--- src/rtl/div_pkg.sv ---
// +----------------------------------------------------------------------------+
// | div_pkg: shared state encoding, saturation constant and result record for   |
// | the 16x8 divide stage.                                                      |
// | Rev 1.0                                                                     |
// +----------------------------------------------------------------------------+
`default_nettype none

package div_pkg;

    localparam int          STATE_W = 2;
    localparam logic [1:0]  ST_IDLE = 2'd0;
    localparam logic [1:0]  ST_EVAL = 2'd1;
    localparam logic [1:0]  ST_DONE = 2'd2;

    localparam logic [7:0]  SAT_VAL = 8'hFF;

    typedef struct packed {
        logic [7:0] quot;
        logic [7:0] rem;
        logic       dbz;
        logic       ovf;
    } result_t;

    // Divide-by-zero keeps the low dividend byte as remainder; overflow saturates both.
    function automatic result_t special_result(input logic [7:0] dividend_lo,
                                               input logic       is_dbz);
        result_t res;
        res.quot = SAT_VAL;
        res.rem  = is_dbz ? dividend_lo : SAT_VAL;
        res.dbz  = is_dbz;
        res.ovf  = ~is_dbz;
        return res;
    endfunction

endpackage

`default_nettype wire

--- src/rtl/div16x8_stage_if.sv ---
// +----------------------------------------------------------------------------+
// | div16x8_stage_if: request/result handshake bundle of the divide stage.      |
// | Rev 1.0                                                                     |
// +----------------------------------------------------------------------------+
`default_nettype none

interface div16x8_stage_if;

    logic        in_valid;
    logic        in_ready;
    logic [15:0] in_dividend;
    logic [7:0]  in_divisor;
    logic        out_valid;
    logic        out_ready;
    logic [7:0]  out_quot;
    logic [7:0]  out_rem;
    logic        out_dbz;
    logic        out_ovf;

    modport master (
        output in_valid, in_dividend, in_divisor, out_ready,
        input  in_ready, out_valid, out_quot, out_rem, out_dbz, out_ovf
    );

    modport slave (
        input  in_valid, in_dividend, in_divisor, out_ready,
        output in_ready, out_valid, out_quot, out_rem, out_dbz, out_ovf
    );

endinterface

`default_nettype wire

--- src/rtl/div16x8_stage_array.sv ---
// +----------------------------------------------------------------------------+
// | array: 16x8 restoring array divider core, one subtract row per quotient bit.|
// | Result is exact only when dividend[15:8] < divisor.                         |
// | Rev 1.0                                                                     |
// +----------------------------------------------------------------------------+
`default_nettype none

module array (
    input  wire logic [15:0] dividend,
    input  wire logic [7:0]  divisor,
    input  wire logic        bin,
    output logic      [7:0]  quot,
    output logic      [7:0]  rem
);

    generate
        for (genvar gi = 0; gi < 8; gi++) begin : g_row
            logic [7:0] w_rem_in;
            logic [7:0] w_rem_out;
            logic [8:0] w_trial;
            logic [7:0] w_sub;
            logic       w_borrow;
            logic       w_q;

            if (gi == 0) begin : g_first
                assign w_rem_in = dividend[15:8];
            end else begin : g_next
                assign w_rem_in = g_row[gi-1].w_rem_out;
            end

            // Partial remainder stays below the divisor, so a non-borrowing difference fits 8 bits.
            assign w_trial   = {w_rem_in, dividend[7-gi]};
            assign w_borrow  = w_trial < ({1'b0, divisor} + {8'd0, bin});
            assign w_sub     = 8'(w_trial - {1'b0, divisor} - {8'd0, bin});
            assign w_q       = ~w_borrow;
            assign w_rem_out = w_borrow ? w_trial[7:0] : w_sub;
        end
    endgenerate

    assign quot = {g_row[0].w_q, g_row[1].w_q, g_row[2].w_q, g_row[3].w_q,
                   g_row[4].w_q, g_row[5].w_q, g_row[6].w_q, g_row[7].w_q};
    assign rem  = g_row[7].w_rem_out;

endmodule

`default_nettype wire

--- src/rtl/div16x8_stage.sv ---
// +----------------------------------------------------------------------------+
// | div16x8_stage: handshaked 16/8 unsigned divide, fixed 2-cycle latency, with |
// | divide-by-zero / overflow flags and a saturating error-event counter.       |
// | Rev 1.0                                                                     |
// +----------------------------------------------------------------------------+
`default_nettype none

module div16x8_stage
    import div_pkg::*;
#(
    parameter int ERR_CNT_W = 8
) (
    input  wire logic                 clk,
    input  wire logic                 rst,
    div16x8_stage_if.slave            bus,
    input  wire logic                 err_clr,
    output logic      [ERR_CNT_W-1:0] err_cnt
);

    localparam logic [ERR_CNT_W-1:0] CNT_MAX = '1;

    logic [STATE_W-1:0]   r_state;
    logic [STATE_W-1:0]   w_next_state;
    logic [15:0]          r_dividend;
    logic [7:0]           r_divisor;
    logic [7:0]           w_core_quot;
    logic [7:0]           w_core_rem;
    logic                 w_dbz;
    logic                 w_ovf;
    logic                 w_err;
    result_t              w_result;
    result_t              r_result;
    logic [ERR_CNT_W-1:0] r_err_cnt;

    // State register
    always_ff @(posedge clk) begin
        if (rst) begin
            r_state <= ST_IDLE;
        end else begin
            r_state <= w_next_state;
        end
    end

    // Next-state logic
    always_comb begin
        w_next_state = r_state;
        case (r_state)
            ST_IDLE: if (bus.in_valid)  w_next_state = ST_EVAL;
            ST_EVAL:                    w_next_state = ST_DONE;
            ST_DONE: if (bus.out_ready) w_next_state = ST_IDLE;
            default:                    w_next_state = ST_IDLE;
        endcase
    end

    // Output logic
    always_comb begin
        bus.in_ready  = (r_state == ST_IDLE) && !rst;
        bus.out_valid = (r_state == ST_DONE);
    end

    always_ff @(posedge clk) begin
        if (rst) begin
            r_dividend <= '0;
            r_divisor  <= '0;
        end else if ((r_state == ST_IDLE) && bus.in_valid) begin
            r_dividend <= bus.in_dividend;
            r_divisor  <= bus.in_divisor;
        end
    end

    array u_array (
        .dividend (r_dividend),
        .divisor  (r_divisor),
        .bin      (1'b0),
        .quot     (w_core_quot),
        .rem      (w_core_rem)
    );

    // The core is only exact when the quotient fits 8 bits; special cases bypass it.
    assign w_dbz = (r_divisor == 8'd0);
    assign w_ovf = !w_dbz && (r_dividend[15:8] >= r_divisor);
    assign w_err = w_dbz || w_ovf;

    always_comb begin
        w_result.quot = w_core_quot;
        w_result.rem  = w_core_rem;
        w_result.dbz  = 1'b0;
        w_result.ovf  = 1'b0;
        if (w_err) begin
            w_result = special_result(r_dividend[7:0], w_dbz);
        end
    end

    always_ff @(posedge clk) begin
        if (rst) begin
            r_result <= '0;
        end else if (r_state == ST_EVAL) begin
            r_result <= w_result;
        end
    end

    assign bus.out_quot = r_result.quot;
    assign bus.out_rem  = r_result.rem;
    assign bus.out_dbz  = r_result.dbz;
    assign bus.out_ovf  = r_result.ovf;

    // A clear coinciding with an error event leaves exactly that one event counted.
    always_ff @(posedge clk) begin
        if (rst) begin
            r_err_cnt <= '0;
        end else if ((r_state == ST_EVAL) && w_err) begin
            if (err_clr) begin
                r_err_cnt <= {{(ERR_CNT_W-1){1'b0}}, 1'b1};
            end else if (r_err_cnt != CNT_MAX) begin
                r_err_cnt <= r_err_cnt + 1'b1;
            end
        end else if (err_clr) begin
            r_err_cnt <= '0;
        end
    end

    assign err_cnt = r_err_cnt;

endmodule

`default_nettype wire
--- src/flat_wrapper.sv ---
// flat-port wrapper written by rule: the top's interface ports become plain ports
module div16x8_stage_flat import div_pkg::*;
#(
    parameter int ERR_CNT_W = 8
)
  (clk, rst, err_clr, err_cnt, bus_in_valid, bus_in_dividend, bus_in_divisor, bus_out_ready, bus_in_ready, bus_out_valid, bus_out_quot, bus_out_rem, bus_out_dbz, bus_out_ovf);
  div16x8_stage_if bus_i ();
  input  wire logic clk;
  input  wire logic rst;
  input  wire logic err_clr;
  output logic      [ERR_CNT_W-1:0] err_cnt;
  input wire logic [$bits(bus_i.in_valid)-1:0] bus_in_valid;
  input wire logic [$bits(bus_i.in_dividend)-1:0] bus_in_dividend;
  input wire logic [$bits(bus_i.in_divisor)-1:0] bus_in_divisor;
  input wire logic [$bits(bus_i.out_ready)-1:0] bus_out_ready;
  output wire logic [$bits(bus_i.in_ready)-1:0] bus_in_ready;
  output wire logic [$bits(bus_i.out_valid)-1:0] bus_out_valid;
  output wire logic [$bits(bus_i.out_quot)-1:0] bus_out_quot;
  output wire logic [$bits(bus_i.out_rem)-1:0] bus_out_rem;
  output wire logic [$bits(bus_i.out_dbz)-1:0] bus_out_dbz;
  output wire logic [$bits(bus_i.out_ovf)-1:0] bus_out_ovf;
  assign bus_i.in_valid = bus_in_valid;
  assign bus_i.in_dividend = bus_in_dividend;
  assign bus_i.in_divisor = bus_in_divisor;
  assign bus_i.out_ready = bus_out_ready;
  assign bus_in_ready = bus_i.in_ready;
  assign bus_out_valid = bus_i.out_valid;
  assign bus_out_quot = bus_i.out_quot;
  assign bus_out_rem = bus_i.out_rem;
  assign bus_out_dbz = bus_i.out_dbz;
  assign bus_out_ovf = bus_i.out_ovf;
  div16x8_stage #(.ERR_CNT_W(ERR_CNT_W)) u_core (.clk(clk), .rst(rst), .bus(bus_i), .err_clr(err_clr), .err_cnt(err_cnt));
endmodule
--- config.mk ---
export PLATFORM = sky130hd
export DESIGN_NAME = div16x8_stage_flat
export DESIGN_NICKNAME = d
export VERILOG_FILES = /design/src/rtl/div_pkg.sv /design/src/rtl/div16x8_stage_if.sv /design/src/rtl/div16x8_stage_array.sv /design/src/rtl/div16x8_stage.sv /design/src/flat_wrapper.sv
export SDC_FILE = /design/constraint.sdc
export NUM_CORES = 1
export LEC_CHECK = 0
export ABC_AREA = 1
export CORE_ASPECT_RATIO = 1.2
export CORE_MARGIN = 1.5
export CORE_UTILIZATION = 54
export CTS_BUF_LIST = sky130_fd_sc_hd__clkbuf_4
export CTS_CLUSTER_SIZE = 24
export DETAILED_ROUTE_END_ITERATION = 16
export PLACE_DENSITY = 0.79
export SYNTH_ARGS = -nofsm -noshare
export SYNTH_HDL_FRONTEND = slang
export SYNTH_SLANG_ARGS = --single-unit
--- constraint.sdc ---
create_clock -name clk -period 12.95 [get_ports clk]
set_input_delay 3.2375 -clock clk [delete_from_list [all_inputs] [get_ports clk]]
set_output_delay 3.2375 -clock clk [all_outputs]
set_load 0.05 [all_outputs]
==> impl_metrics.yaml <==
sta:
  final_min_period_over_clock_period_pct: 95.96
  hold_viol: 0
  finClkSkew_ns: 0.01469
  setup-violations-final: 0
  timing.slew.headroom_pct: 36.99
  final_slew_viol_count: 0
  transition_at_the_pin_with_the_smallest_max_transition_slack_ns: 0.9441
  maxClockFrequency_mhz: 80.47
  final.min_clock_period_ns: 12.43
logic_synthesis:
  proportion_of_register_bits_with_asynchronous_set_or_reset_after_synthesis_pct: 0
  number_of_synthesized_flops_with_an_enable_pin: 0
  post_synth_inst_count: 851
  synth_cell_types: 42
  synth_top_flop_cell: "dfxtp_1"
  mappedNetlistArea_mm2: 0.005752
  synth-warning-count: 0
  ys_top_cells_by_area: "dfxtp_1 18%, ha_1 16%, nand2_1 12%, inv_1 8.5%, a21oi_1 8.1%"
  synth.yosys.seq_area_share_pct: 18.10
  synth_seq_cells: 52
  post-synth-top-area-cell: "dfxtp_1"
  syn_avg_cell_area_um2: 6.759
  yosysTopAreaCellShare_pct: 18.10
  synth_nets: 961
route:
  average_vias_per_placed_instance: 5.607
  route.vias.total: 6145
  drcViolationCount: 0
  count_of_nets_left_with_antenna_violations_after_detail_routing: 0
  routedWlPerCell_um: 15.73
  drt_first_pass_iters: 5
  drt_iter0_markers: 326
  route.final.wire_length_mm: 17.24
worst_setup_path:
  worst_r2r_path_depth: 102
  critPathLaunchType: "flip-flop"
  critPathMaxStageDelay_ns: 0.36
  cp-end-kind: "flip-flop"
  reg2reg_to: "u_core.bus.out_rem[1]"
  cp_slowest_cell: "dfxtp_2"
  arrival_time_reported_for_the_critical_path_endpoint_ns: 12.71
  critPathRequiredTime_ns: 13.23
  crit-reg2reg-launch: "u_core.r_divisor[6]"
  worstSetupPathType: "reg -> reg"
  timing.critical_path.fanout_max: 8
  ff2ff_setup_slack_ns: 0.52
  most_prevalent_standard_cell_on_the_critical_path: "nand2_1"
global_routing:
  grt_antenna_before_repair: 0
  globalRouteMet1Util_pct: 34.25
  grt_remaining_overflow: 0
  grt_pass1_vias: 5646
  grtUsageMet2_pct: 52.68
  grt_busiest_layer: "met2"
  grt_util_all_layers_pct: 28.78
  groute.layer.met3.usage_pct: 3.257
  largest_net_degree_at_the_start_of_global_routing: 45
  grt_first_pass_wirelength_mm: 26.23
die:
  die_h_um: 116.1
  std_cell_rows: 41
  coreArea_mm2: 0.01047
  die_w_um: 97.22
  io-pin-count: 57
  die_area_mm2: 0.01128
  starting_density_of_the_core_pct: 54.96
final_layout:
  area.growth.synth_to_final_pct: 28.04
  antenna_cells_inserted: 0
  final_net_count: 1076
  drive_gt1_share_pct: 17.99
  fillerInstances: 860
  layout.cells.non_filler: 1096
  layout_commonest_cell: "nand2_1"
  post_layout_util_pct: 70.37
  layout.cells.most_common_list: "177 x nand2_1, 126 x inv_1, 83 x a21oi_1"
clock_tree:
  clock_latency_ns: 0.41
  cts_tree: "built"
  cts_hold_buf: 0
  clock_tree.htree_level_count: 2
  cts.root.buffer_cell: "clkbuf_4"
  clk_pin_slew_worst_paths_ns: 0.16
  cts_inserted_buffers: 5
  cts_num_sinks: 52
  maximum_root_to_sink_buffer_count: 2
hold_path:
  min_path_cells: 2
  hold-path-endpoint: "u_core.bus.out_ovf"
  min-delay-start: "u_core.bus.out_ovf"
  hold_path.class: "reg -> reg"
placed_design:
  place.detailed.hpwl_mm: 12.50
  numPortBuffers: 56
  dp.cells: 1070
  place_congestion: 0.9820
outcome:
  run_status: "complete, no violations"
run:
  timing.max_cap.violations: 0
==> logic make-up (layout without fill, tap and decap cells) <==
logic type               count (synthesis)  after routing  share of synthesized area [%]
adder cells (fa/ha/maj)                 81             81                          18.66
AO/OA/AOI/OAI                          177            177                          17.38
XOR/XNOR                                42             42                          6.395
buffers and inverters                  147            262                          9.724
AND/OR/NAND/NOR                        352            353                          29.74
flip-flops                              52             52                          18.10
==> registers in the layout, summed over array words and instances, names as in the netlist <==
signal               cells
u_core.bus.out_dbz       1
u_core.bus.out_ovf       1
u_core.bus.out_quot      8
u_core.bus.out_rem       8
u_core.err_cnt           8
u_core.r_dividend       16
u_core.r_divisor         8
u_core.r_state           2
==> synthesized netlist by cell type (3+ instances only) <==
library cell	instances
xnor2_1	18
nand4_1	20
nor2_1	49
o21bai_1	4
xor2_1	24
nand3_4	13
nand3b_1	4
a21oi_2	3
dfxtp_1	52
nand2_2	9
nand2_1	187
o21a_1	4
nor3_1	3
inv_2	3
o21ai_0	55
fa_1	8
clkbuf_1	11
a21oi_4	4
nand3_1	54
a31oi_1	3
inv_1	131
ha_1	73
a21oi_1	93
==> worst max-delay path, delay by kind of cell, from the launching register on <==
family / cells / cell delay (ns)
AO/OA/AOI/OAI: 30 / 4.24
adder cells (fa/ha/maj): 8 / 2.01
buffers and inverters: 17 / 1.34
flip-flops: 1 / 0.36
AND/OR/NAND/NOR: 47 / 4.33
==> repair_timing <==
| action | 4_1_cts | 5_1_grt |
|---|---|---|
| gates cloned | 0 | 1 |
| endpoints found under the hold margin | 0 | 0 |
| gates resized for setup | 4 | 65 |
| endpoints found under the setup margin | 9 | 9 |
| pin swaps | 4 | 22 |
| setup buffers | 5 | 12 |
==> metrics by stage <==
step           hold slack, ns  setup TNS [ns]  setup WS, ns  cell area (um^2)
2_1_floorplan          0.4555               0      0.008328              5802
3_3_place_gp           0.4585         -0.4674       -0.1014              6817
3_5_place_dp           0.4663          -3.083       -0.4397              6817
4_1_cts                0.4899               0       0.01091              6925
5_1_grt                0.5136          -2.156       -0.2649              7365
6_report               0.4837               0        0.5226              7365
==> worst max path at each step <==
stage	end	from	cells past startpoint
4_1_cts	u_core.bus.out_rem[4]	u_core.r_divisor[6]	103
2_1_floorplan	u_core.bus.out_rem[5]	u_core.r_divisor[1]	100
5_1_grt	u_core.bus.out_rem[7]	u_core.r_divisor[6]	101
6_report	u_core.bus.out_rem[1]	u_core.r_divisor[6]	102
3_5_place_dp	u_core.bus.out_rem[2]	u_core.r_divisor[6]	102
3_3_place_gp	u_core.bus.out_rem[2]	u_core.r_divisor[6]	101
==> routing by layer <==
| metal | vias to the layer above | share of wire (%) |
|---|---|---|
| met3 | 53 | 5.8 |
| met4 | 0 | 3.8 |
| met1 | 2801 | 41 |
| li1 | 3050 | - |
| met5 | - | 0 |
| met2 | 241 | 50 |
==> layout make-up <==
cell class              instances  area (um^2)  share of cell area (%)
clock inverters                 3        26.28                  0.3568
inverters                     135        510.5                   6.932
repair buffers                119         1045                   14.19
flip-flops and latches         52         1049                   14.24
well taps                     129        161.4                   2.192
clock buffers                   5        37.54                  0.5097
multi-input cells             653         4536                   61.59
Power is not shown: default switching activity piles up to over one toggle a cycle in this logic, so the estimate is an artifact.
